===== src/rtl/img_pkg.sv =====
// Shared frame geometry, pixel format and writer FSM state type for the frame BRAM
// write side and the VGA display path.
package img_pkg;

    localparam int IMG_WIDTH  = 320;
    localparam int IMG_HEIGHT = 240;
    localparam int PIX_NUM    = IMG_WIDTH * IMG_HEIGHT;
    localparam int ADDR_W     = 17;
    localparam int DATA_W     = 12;

    typedef enum logic [1:0] {
        IDLE  = 2'd0,
        WRITE = 2'd1,
        DONE  = 2'd2
    } img_state_t;

    // RGB444 assembly from a red nibble and a {G,B} byte
    function automatic logic [DATA_W-1:0] pack_rgb(input logic [3:0] red, input logic [7:0] gb);
        return {red, gb};
    endfunction

endpackage


===== src/rtl/img_byte_packer.sv =====
// Pairs 8-bit input bytes into one RGB444 pixel beat: byte 0 (may carry sof) gives R,
// byte 1 gives {G,B}. A sof on byte 1 flags an error and restarts the pair.
module img_byte_packer
    import img_pkg::*;
(
    input  logic              clk,
    input  logic              rst_n,
    input  logic              i_accept,
    input  logic              i_sof,
    input  logic [7:0]        i_byte,
    output logic              o_valid,
    output logic              o_sof,
    output logic [DATA_W-1:0] o_data,
    output logic              o_err
);

    logic       r_phase;
    logic [3:0] r_red;
    logic       r_sof;

    // Byte-phase register: a sof always (re)starts a pair as byte 0
    always_ff @(posedge clk) begin
        if (!rst_n) begin
            r_phase <= 1'b0;
            r_red   <= 4'h0;
            r_sof   <= 1'b0;
        end else if (i_accept) begin
            if (!r_phase || i_sof) begin
                r_phase <= 1'b1;
                r_red   <= i_byte[3:0];
                r_sof   <= i_sof;
            end else begin
                r_phase <= 1'b0;
            end
        end
    end

    assign o_valid = i_accept && r_phase && !i_sof;
    assign o_err   = i_accept && r_phase && i_sof;
    assign o_sof   = r_sof;
    assign o_data  = pack_rgb(r_red, i_byte);

endmodule


===== src/rtl/img_bram_writer.sv =====
// Raster-order writer of an RGB444 pixel stream into the frame BRAM, with frame-done and
// framing-error pulses. Define IMG_WR_BYTE_IN_EN for an 8-bit, two-bytes-per-pixel input.
module img_bram_writer
    import img_pkg::*;
#(
    parameter int WIDTH  = IMG_WIDTH,
    parameter int HEIGHT = IMG_HEIGHT,
    parameter int AW     = ADDR_W,
    parameter int DW     = DATA_W
) (
    input  logic          vga_clk,
    input  logic          rst_n,
    input  logic          pix_sof,
    input  logic          pix_valid,
`ifdef IMG_WR_BYTE_IN_EN
    input  logic [7:0]    pix_data,
`else
    input  logic [DW-1:0] pix_data,
`endif
    output logic          pix_ready,
    output logic          ram_we,
    output logic [AW-1:0] ram_waddr,
    output logic [DW-1:0] ram_wdata,
    output logic          frame_done,
    output logic          frame_err,
    output logic          busy
);

    localparam int          NPIX      = WIDTH * HEIGHT;
    localparam logic [AW-1:0] LAST_ADDR = AW'(NPIX - 1);

    img_state_t    r_state;
    img_state_t    w_nxt_state;
    logic [AW-1:0] r_cnt;
    logic [AW-1:0] w_nxt_cnt;
    logic          r_we;
    logic [AW-1:0] r_waddr;
    logic [DW-1:0] r_wdata;
    logic          r_done;
    logic          r_err;
    logic          r_busy;

    logic          w_accept;
    logic          w_beat_valid;
    logic          w_beat_sof;
    logic [DW-1:0] w_beat_data;
    logic          w_pk_err;
    logic          w_wr;
    logic [AW-1:0] w_wr_addr;
    logic          w_err;
    logic          w_done;

    assign pix_ready = (r_state != DONE);
    assign w_accept  = pix_valid && pix_ready;

`ifdef IMG_WR_BYTE_IN_EN
    img_byte_packer u_packer (
        .clk      (vga_clk),
        .rst_n    (rst_n),
        .i_accept (w_accept),
        .i_sof    (pix_sof),
        .i_byte   (pix_data),
        .o_valid  (w_beat_valid),
        .o_sof    (w_beat_sof),
        .o_data   (w_beat_data),
        .o_err    (w_pk_err)
    );
`else
    assign w_beat_valid = w_accept;
    assign w_beat_sof   = pix_sof;
    assign w_beat_data  = pix_data;
    assign w_pk_err     = 1'b0;
`endif

    // Next-state and write decode; a sof beat always lands at address 0
    always_comb begin
        w_nxt_state = r_state;
        w_nxt_cnt   = r_cnt;
        w_wr        = 1'b0;
        w_wr_addr   = r_cnt;
        w_err       = w_pk_err;
        w_done      = 1'b0;
        case (r_state)
            IDLE: begin
                if (w_beat_valid && w_beat_sof) begin
                    w_wr      = 1'b1;
                    w_wr_addr = '0;
                end else begin
                    w_wr = 1'b0;
                end
            end
            WRITE: begin
                if (w_beat_valid) begin
                    w_wr = 1'b1;
                    if (w_beat_sof) begin
                        w_wr_addr = '0;
                        w_err     = w_pk_err || (r_cnt != '0);
                    end else begin
                        w_wr_addr = r_cnt;
                    end
                end else begin
                    w_wr = 1'b0;
                end
            end
            DONE:    w_nxt_state = IDLE;
            default: w_nxt_state = IDLE;
        endcase
        if (w_wr) begin
            if (w_wr_addr == LAST_ADDR) begin
                w_nxt_state = DONE;
                w_nxt_cnt   = '0;
                w_done      = 1'b1;
            end else begin
                w_nxt_state = WRITE;
                w_nxt_cnt   = w_wr_addr + AW'(1);
            end
        end else begin
            w_done = 1'b0;
        end
    end

    // State, counter and registered BRAM/status outputs; address/data hold between writes
    always_ff @(posedge vga_clk) begin
        if (!rst_n) begin
            r_state <= IDLE;
            r_cnt   <= '0;
            r_we    <= 1'b0;
            r_waddr <= '0;
            r_wdata <= '0;
            r_done  <= 1'b0;
            r_err   <= 1'b0;
            r_busy  <= 1'b0;
        end else begin
            r_state <= w_nxt_state;
            r_cnt   <= w_nxt_cnt;
            r_we    <= w_wr;
            if (w_wr) begin
                r_waddr <= w_wr_addr;
                r_wdata <= w_beat_data;
            end
            r_done  <= w_done;
            r_err   <= w_err;
            r_busy  <= (w_nxt_state == WRITE);
        end
    end

    assign ram_we     = r_we;
    assign ram_waddr  = r_waddr;
    assign ram_wdata  = r_wdata;
    assign frame_done = r_done;
    assign frame_err  = r_err;
    assign busy       = r_busy;

endmodule


===== config.mk =====
export PLATFORM = sky130hd
export DESIGN_NAME = img_bram_writer
export DESIGN_NICKNAME = d
export VERILOG_FILES = /design/src/rtl/img_pkg.sv /design/src/rtl/img_byte_packer.sv /design/src/rtl/img_bram_writer.sv
export SDC_FILE = /design/constraint.sdc
export NUM_CORES = 1
export LEC_CHECK = 0
export ABC_AREA = 0
export CORE_AREA = 2 2 77 79
export DETAILED_ROUTE_END_ITERATION = 10
export DIE_AREA = 0 0 79 81
export DONT_BUFFER_PORTS = 1
export GPL_TIMING_DRIVEN = 0
export MAX_ROUTING_LAYER = met4
export PLACE_DENSITY = 0.55
export SKIP_CTS_REPAIR_TIMING = 1
export SLEW_MARGIN = 25
export SYNTH_ARGS = -nofsm -noshare
export SYNTH_HDL_FRONTEND = slang
export SYNTH_SLANG_ARGS = --single-unit

===== constraint.sdc =====
create_clock -name vga_clk -period 4.61 [get_ports vga_clk]
set_input_delay 0.922 -clock vga_clk [delete_from_list [all_inputs] [get_ports vga_clk]]
set_output_delay 0.922 -clock vga_clk [all_outputs]
set_load 0.03 [all_outputs]

# Word level (Yosys, flattened, before mapping)
# Index checks and enable logic that the tools add are counted.
[word_totals]
register_bits = 52
[classes]
muxes = 12
reduce_logical = 7
add_sub_neg = 1
eq_ne = 4
[op_table]
columns = ["operator", "count"]
rows = [
  ["$mux W17", 4],
  ["$pmux W17 S2", 1],
  ["$add A17 B1 Y17 const B", 1],
  ["$eq A17 B17 Y1 const B", 1],
  ["$reduce_bool A17 Y1", 1],
  ["$mux W2", 3],
  ["$eq A2 B1 Y1 const B", 2],
  ["$reduce_and A4 Y1", 1],
  ["$mux W1", 3],
  ["$logic_and A1 B1 Y1", 2],
  ["$logic_not A2 Y1", 1],
  ["$ne A2 B2 Y1 const B", 1],
  ["$pmux W1 S2", 1],
  ["$reduce_and A2 Y1", 1],
  ["$reduce_or A2 Y1", 1],
]

# Logic depth before layout (Yosys ltp)
[depth]
word_depth = 9
ltp_mapped = 9
mapped_depth_nobuf = 9

# Worst setup path before layout
# Ideal clock, no wire load.
[synth_path]
path_type = "input to register"
startpoint = "in pix_sof"
endpoint = "reg r_cnt[14]"
setup_time_ns = 0.070
t_required_ns = 4.540
arrival_time_ns = 2.471
n_path_buf = 0
path_slack_ns = 2.068
cell_stages = 9
cell_sequence = "nand3b_1 > nand2_1 > inv_1 > ha_1 > nand3_1 > nor4_4 > nand2_1 > or4b_1 > a21oi_1"
[synth_via]
elab_chain_len = 5
[synth_lines]
columns = ["item", "line_no", "source"]
rows = [
  ["start, declared", "img_bram_writer.sv:13", "input logic pix_sof,"],
  ["$mux W17 or $logic_and A1 B1 Y1 (tied branches)", "img_bram_writer.sv:95, img_bram_writer.sv:85", ""],
  ["$mux W17, on equally long branches", "img_bram_writer.sv:93, img_bram_writer.sv:85", ""],
  ["$pmux W17 S2 *", "img_bram_writer.sv:83", "case (r_state)"],
  ["named net w_wr_addr[0]", "img_bram_writer.sv:49", "logic [AW-1:0] w_wr_addr;"],
  ["$add A17 B1 Y17 or $eq A17 B17 Y1 (tied branches)", "img_bram_writer.sv:115, img_bram_writer.sv:109", ""],
  ["$mux W17 *", "img_bram_writer.sv:109", "if (w_wr_addr == LAST_ADDR) begin"],
  ["end signal, assigned", "img_bram_writer.sv:135", "r_cnt <= w_nxt_cnt;"],
  ["end, declared", "img_bram_writer.sv:34", "logic [AW-1:0] r_cnt;"],
]
# The timed path passes the listed nets; every way through them passes the cells marked *.
# A chain may end at the register's enable or synchronous reset.

# Final worst setup path
[layout_path]
startpoint = "in pix_valid"
endpoint = "reg r_cnt[10]"
[layout_via]
elab_chain_len = 6
[layout_lines]
columns = ["item", "line_no", "source"]
rows = [
  ["start, declared", "img_bram_writer.sv:14", "input logic pix_valid,"],
  ["$logic_and A1 B1 Y1 *", "img_bram_writer.sv:54", "assign w_accept = pix_valid && pix_ready;"],
  ["$logic_and A1 B1 Y1", "img_bram_writer.sv:85", "if (w_beat_valid && w_beat_sof) begin"],
  ["$mux W17", "img_bram_writer.sv:85", ""],
  ["$pmux W17 S2 *", "img_bram_writer.sv:83", ""],
  ["named net w_wr_addr[0]", "img_bram_writer.sv:49", ""],
  ["$add A17 B1 Y17 or $eq A17 B17 Y1 (tied branches)", "img_bram_writer.sv:115, img_bram_writer.sv:109", ""],
  ["$mux W17 *", "img_bram_writer.sv:109", ""],
]
# Marks and branches as above.

==> impl_results.md <==
- Final GP Congestion: 0.860
- Cell mode on critical path: nand2_1
- Detail Route met2 WL: between 2000 and 2500 um
- Maximum clock insertion buffer count: 2
- Final Instance Area: ~2300 sq um
- Top-area cell type share of the netlist area: about half
- Met3 routed WL: 304 um
- Total grt overflow: 0
- Drt drc: 0
- Max cap viols: 0
- Final worst setup slack: just under 2 ns
- Via count: 1,831
- Relative slew margins: 52.7%
- Post-synthesis register bit count: 52
- Final cell count without fillers: 336
- Synth Cell Area: 2140 sq um
- Synth area leader: dfxtp_1
- CTS tree: built
- Fraction of layout cells with a size suffix above 1: approximately 6.5%
- Std-Cell Rows: 28
- I/O Pins: 50
- Fill count: 586
- Status: finished clean
- Crit-path max FO: 8
- Full die area: 6400 sq um
- Hold WS: 0.522 ns
- Root buffer cell: clkbuf_8
- CTS clk-pin slew, worst paths: roughly 0.1 ns
- CP bufs+invs: 1
- Die Wd: 79 um
- Post-synthesis sequential area ratio: 48.7%
- Arr. time, crit path: 2.84 ns
- H-Tree Depth: 2
- Max layer used: met4
- Synth Instances: 253
- Vias in the first global route: 1,619
- Diodes inserted: 0
- CP Data Required Time: 4.80 ns
- Setup Viol. Count Final: 0
- Period utilisation layout: a little under three fifths
- Comb pwr share: 5.6%
- Max-slew violations: 0
- Largest net degree at the start of global routing: 18
- Post-DP HPWL: 3700 um
- Peak VDD IR: 0.000144 V
- Port bufs: 0
- Final wirelength: ~5000 um
- Nets: 277
- Synth top area cells: dfxtp_1, nand2_1, a21oi_1, a22o_1, nand3_1
- Synth unique cells: 41
- Highest achievable clock rate: 377 MHz
- CP Capture Type: flip-flop
- First-pass GRT wire length: slightly above 8000 um
- Iteration-0 DRC Markers: 160
- Top delay family on crit path: simple AND/OR/NAND/NOR gates
- P_leak: slightly above 0.8 nW
- Remaining antenna violation count: 0
- Cell Pwr Density: 362 nW/um^2
- Total global-route track usage: between 15 and 20%
- Met1 WL: 2420 um
- Fin Setup TNS: 0 ns
- Core area: between 5000 and 6000 sq um
- Placed instance count: 328
- CTS sink count: 52
- Post-Syn Nets: between 200 and 300
- Sw Pwr: around 0.21 mW
- Initial Util: 37.7%
- Die H: between 80 and 90 um
- CP max stage delay: ~0.37 ns
- Hold WC Path Type: reg -> reg
- P_int: approximately 0.63 mW
- Slowest CP cell: nor4_4
- Initial DRT Pass Iterations: 4
- Sw Share: 25.3%
- Fin. Hold Viols: 0
- Clock share of power: 38.1%
- Worst-Skew Late Latency: 0.32 ns
- YS warnings: 0
- Syn Area/Cell: between 8 and 9 sq um
- Minimum clock period: between 2 and 3 ns
- Crit path launch type: primary input
- Area delta synth->final: 9.77%
- Clock Skew: roughly 0.013 ns
- CTS Buf Count: 5
- Drt wl/cell: between 15 and 20 um
- RSZ-0062 raised after global routing: no
- Place WS: 1.67 ns
- Critical path type: in -> reg
- CP cell instances: nand3b_1 -> nand2_1 -> inv_1 -> ha_1 -> nand3_1 -> nor4_4 -> nand2_1 -> a31oi_1 -> o32ai_1
- Measured slew at the worst slew-check pin: 0.706 ns
- Via/cell ratio: 5.45
- Initial antenna violation count: 0
- Reg power frac: 56.2%
- Post-place instance area: 2230 sq um
layer usage:
metal,track usage [%],vias to the layer above
met5,-,-
met4,5.86,0
met3,5.44,8
met2,23.9,55
met1,22.2,847
li1,-,921
final cells by class:
| cell class | count | area (sq um) | area share, % |
|---|---|---|---|
| Sequential cell | 52 | 1040 | 44.3 |
| Multi-Input combinational cell | 182 | 1020 | 43.3 |
| Clock buffer | 5 | 68.8 | 2.93 |
| Buffer | 14 | 62.6 | 2.67 |
| Tap cell | 75 | 93.8 | 4.00 |
| Clock inverter | 3 | 46.3 | 1.97 |
| Inverter | 5 | 18.8 | 0.800 |
flip-flops by register name, indices dropped and copies added (netlist names):
| name | cells |
|---|---|
| r_cnt | 17 |
| ram_we | 1 |
| frame_err | 1 |
| r_state | 2 |
| frame_done | 1 |
| ram_waddr | 17 |
| busy | 1 |
| ram_wdata | 12 |
cell usage after synthesis:
| cell | number |
|---|---|
| dfxtp_1 | 52 |
| nand2_1 | 50 |
| a21oi_1 | 31 |
| nand3_1 | 18 |
| nor2_1 | 14 |
| a22o_1 | 11 |
| clkbuf_1 | 11 |
| nand4_1 | 8 |
| o21ai_0 | 7 |
| a31oi_1 | 6 |
| or4_1 | 5 |
| inv_1 | 4 |
| nor4_1 | 4 |
| and3b_1 | 2 |
| nand3b_1 | 2 |
| o211ai_1 | 2 |
| or3_1 | 2 |
| a311oi_1 | 1 |
| and2_1 | 1 |
| and3_1 | 1 |
| and4_1 | 1 |
| buf_2 | 1 |
| buf_6 | 1 |
| clkbuf_2 | 1 |
| clkinv_1 | 1 |
| ha_1 | 1 |
| nand2b_1 | 1 |
| nand4bb_1 | 1 |
| nor3_1 | 1 |
| nor3_2 | 1 |
| nor3_4 | 1 |
| nor3b_1 | 1 |
| nor4_4 | 1 |
| o31ai_1 | 1 |
| o32ai_1 | 1 |
| or2_2 | 1 |
| or2b_1 | 1 |
| or3_4 | 1 |
| or3b_2 | 1 |
| or4b_1 | 1 |
| xor2_1 | 1 |
worst min-delay path: cells and delay by family, from the launching register on:
family,cells,cell delay (ns)
AO/OA/AOI/OAI,1,0.07
buffers and inverters,1,0.06
flip-flops,1,0.36
path summary, 6_finish.rpt:
kind / from / to / slack, ns / cells after the start
setup / recovery: pix_valid / r_cnt[10]$_SDFFE_PN0P_ / 1.96 / 9
hold / removal: r_cnt[6]$_SDFFE_PN0P_ / r_cnt[6]$_SDFFE_PN0P_ / 0.52 / 2
hold reg to reg: r_cnt[6]$_SDFFE_PN0P_ / r_cnt[6]$_SDFFE_PN0P_ / 0.52 / 2
setup reg to reg: r_state[1]$_SDFF_PN0_ / r_cnt[10]$_SDFFE_PN0P_ / 2.12 / 9
placed cells by master, fill, tap and decap left out, types with 2 or more instances in the layout:
cell type,count
a21oi_1,31
a22o_1,11
a31oi_1,6
and3b_1,2
clkbuf_1,11
clkbuf_8,5
dfxtp_1,52
inv_1,4
nand2_1,50
nand3_1,18
nand3b_1,2
nand4_1,8
nor2_1,14
nor4_1,4
o211ai_1,2
o21ai_0,7
or3_1,2
or4_1,5
logic make-up after synthesis:
kind of cell | after synthesis | share of synthesized area (%)
xor gates and xnor gates | 1 | 0.410
AOI/OAI and AO/OA | 60 | 17.0
and+or+nand+nor | 120 | 29.5
DFF | 52 | 48.7
adders and majority gates | 1 | 0.585
buffers and inverters | 19 | 3.80
stage by stage:
| stage | power (mW) | util, % |
|---|---|---|
| floorplan | 0.521 | - |
| detailed placement | 0.536 | 39.3 |
| global route | 0.885 | 41.4 |
| CTS | 0.858 | 41.4 |
| finish | 0.849 | 41.4 |
| global placement | 0.536 | 39.3 |
power by group through the flow:
stage	clock (mW)	sequential, mW	combinational (mW)
detailed placement	0	0.488	0.0487
floorplan	0	0.486	0.0352
global placement	0	0.488	0.0481
finish	0.324	0.477	0.0478
CTS	0.332	0.477	0.0488
global route	0.353	0.478	0.0544
Power figures use the tool's default switching activity.
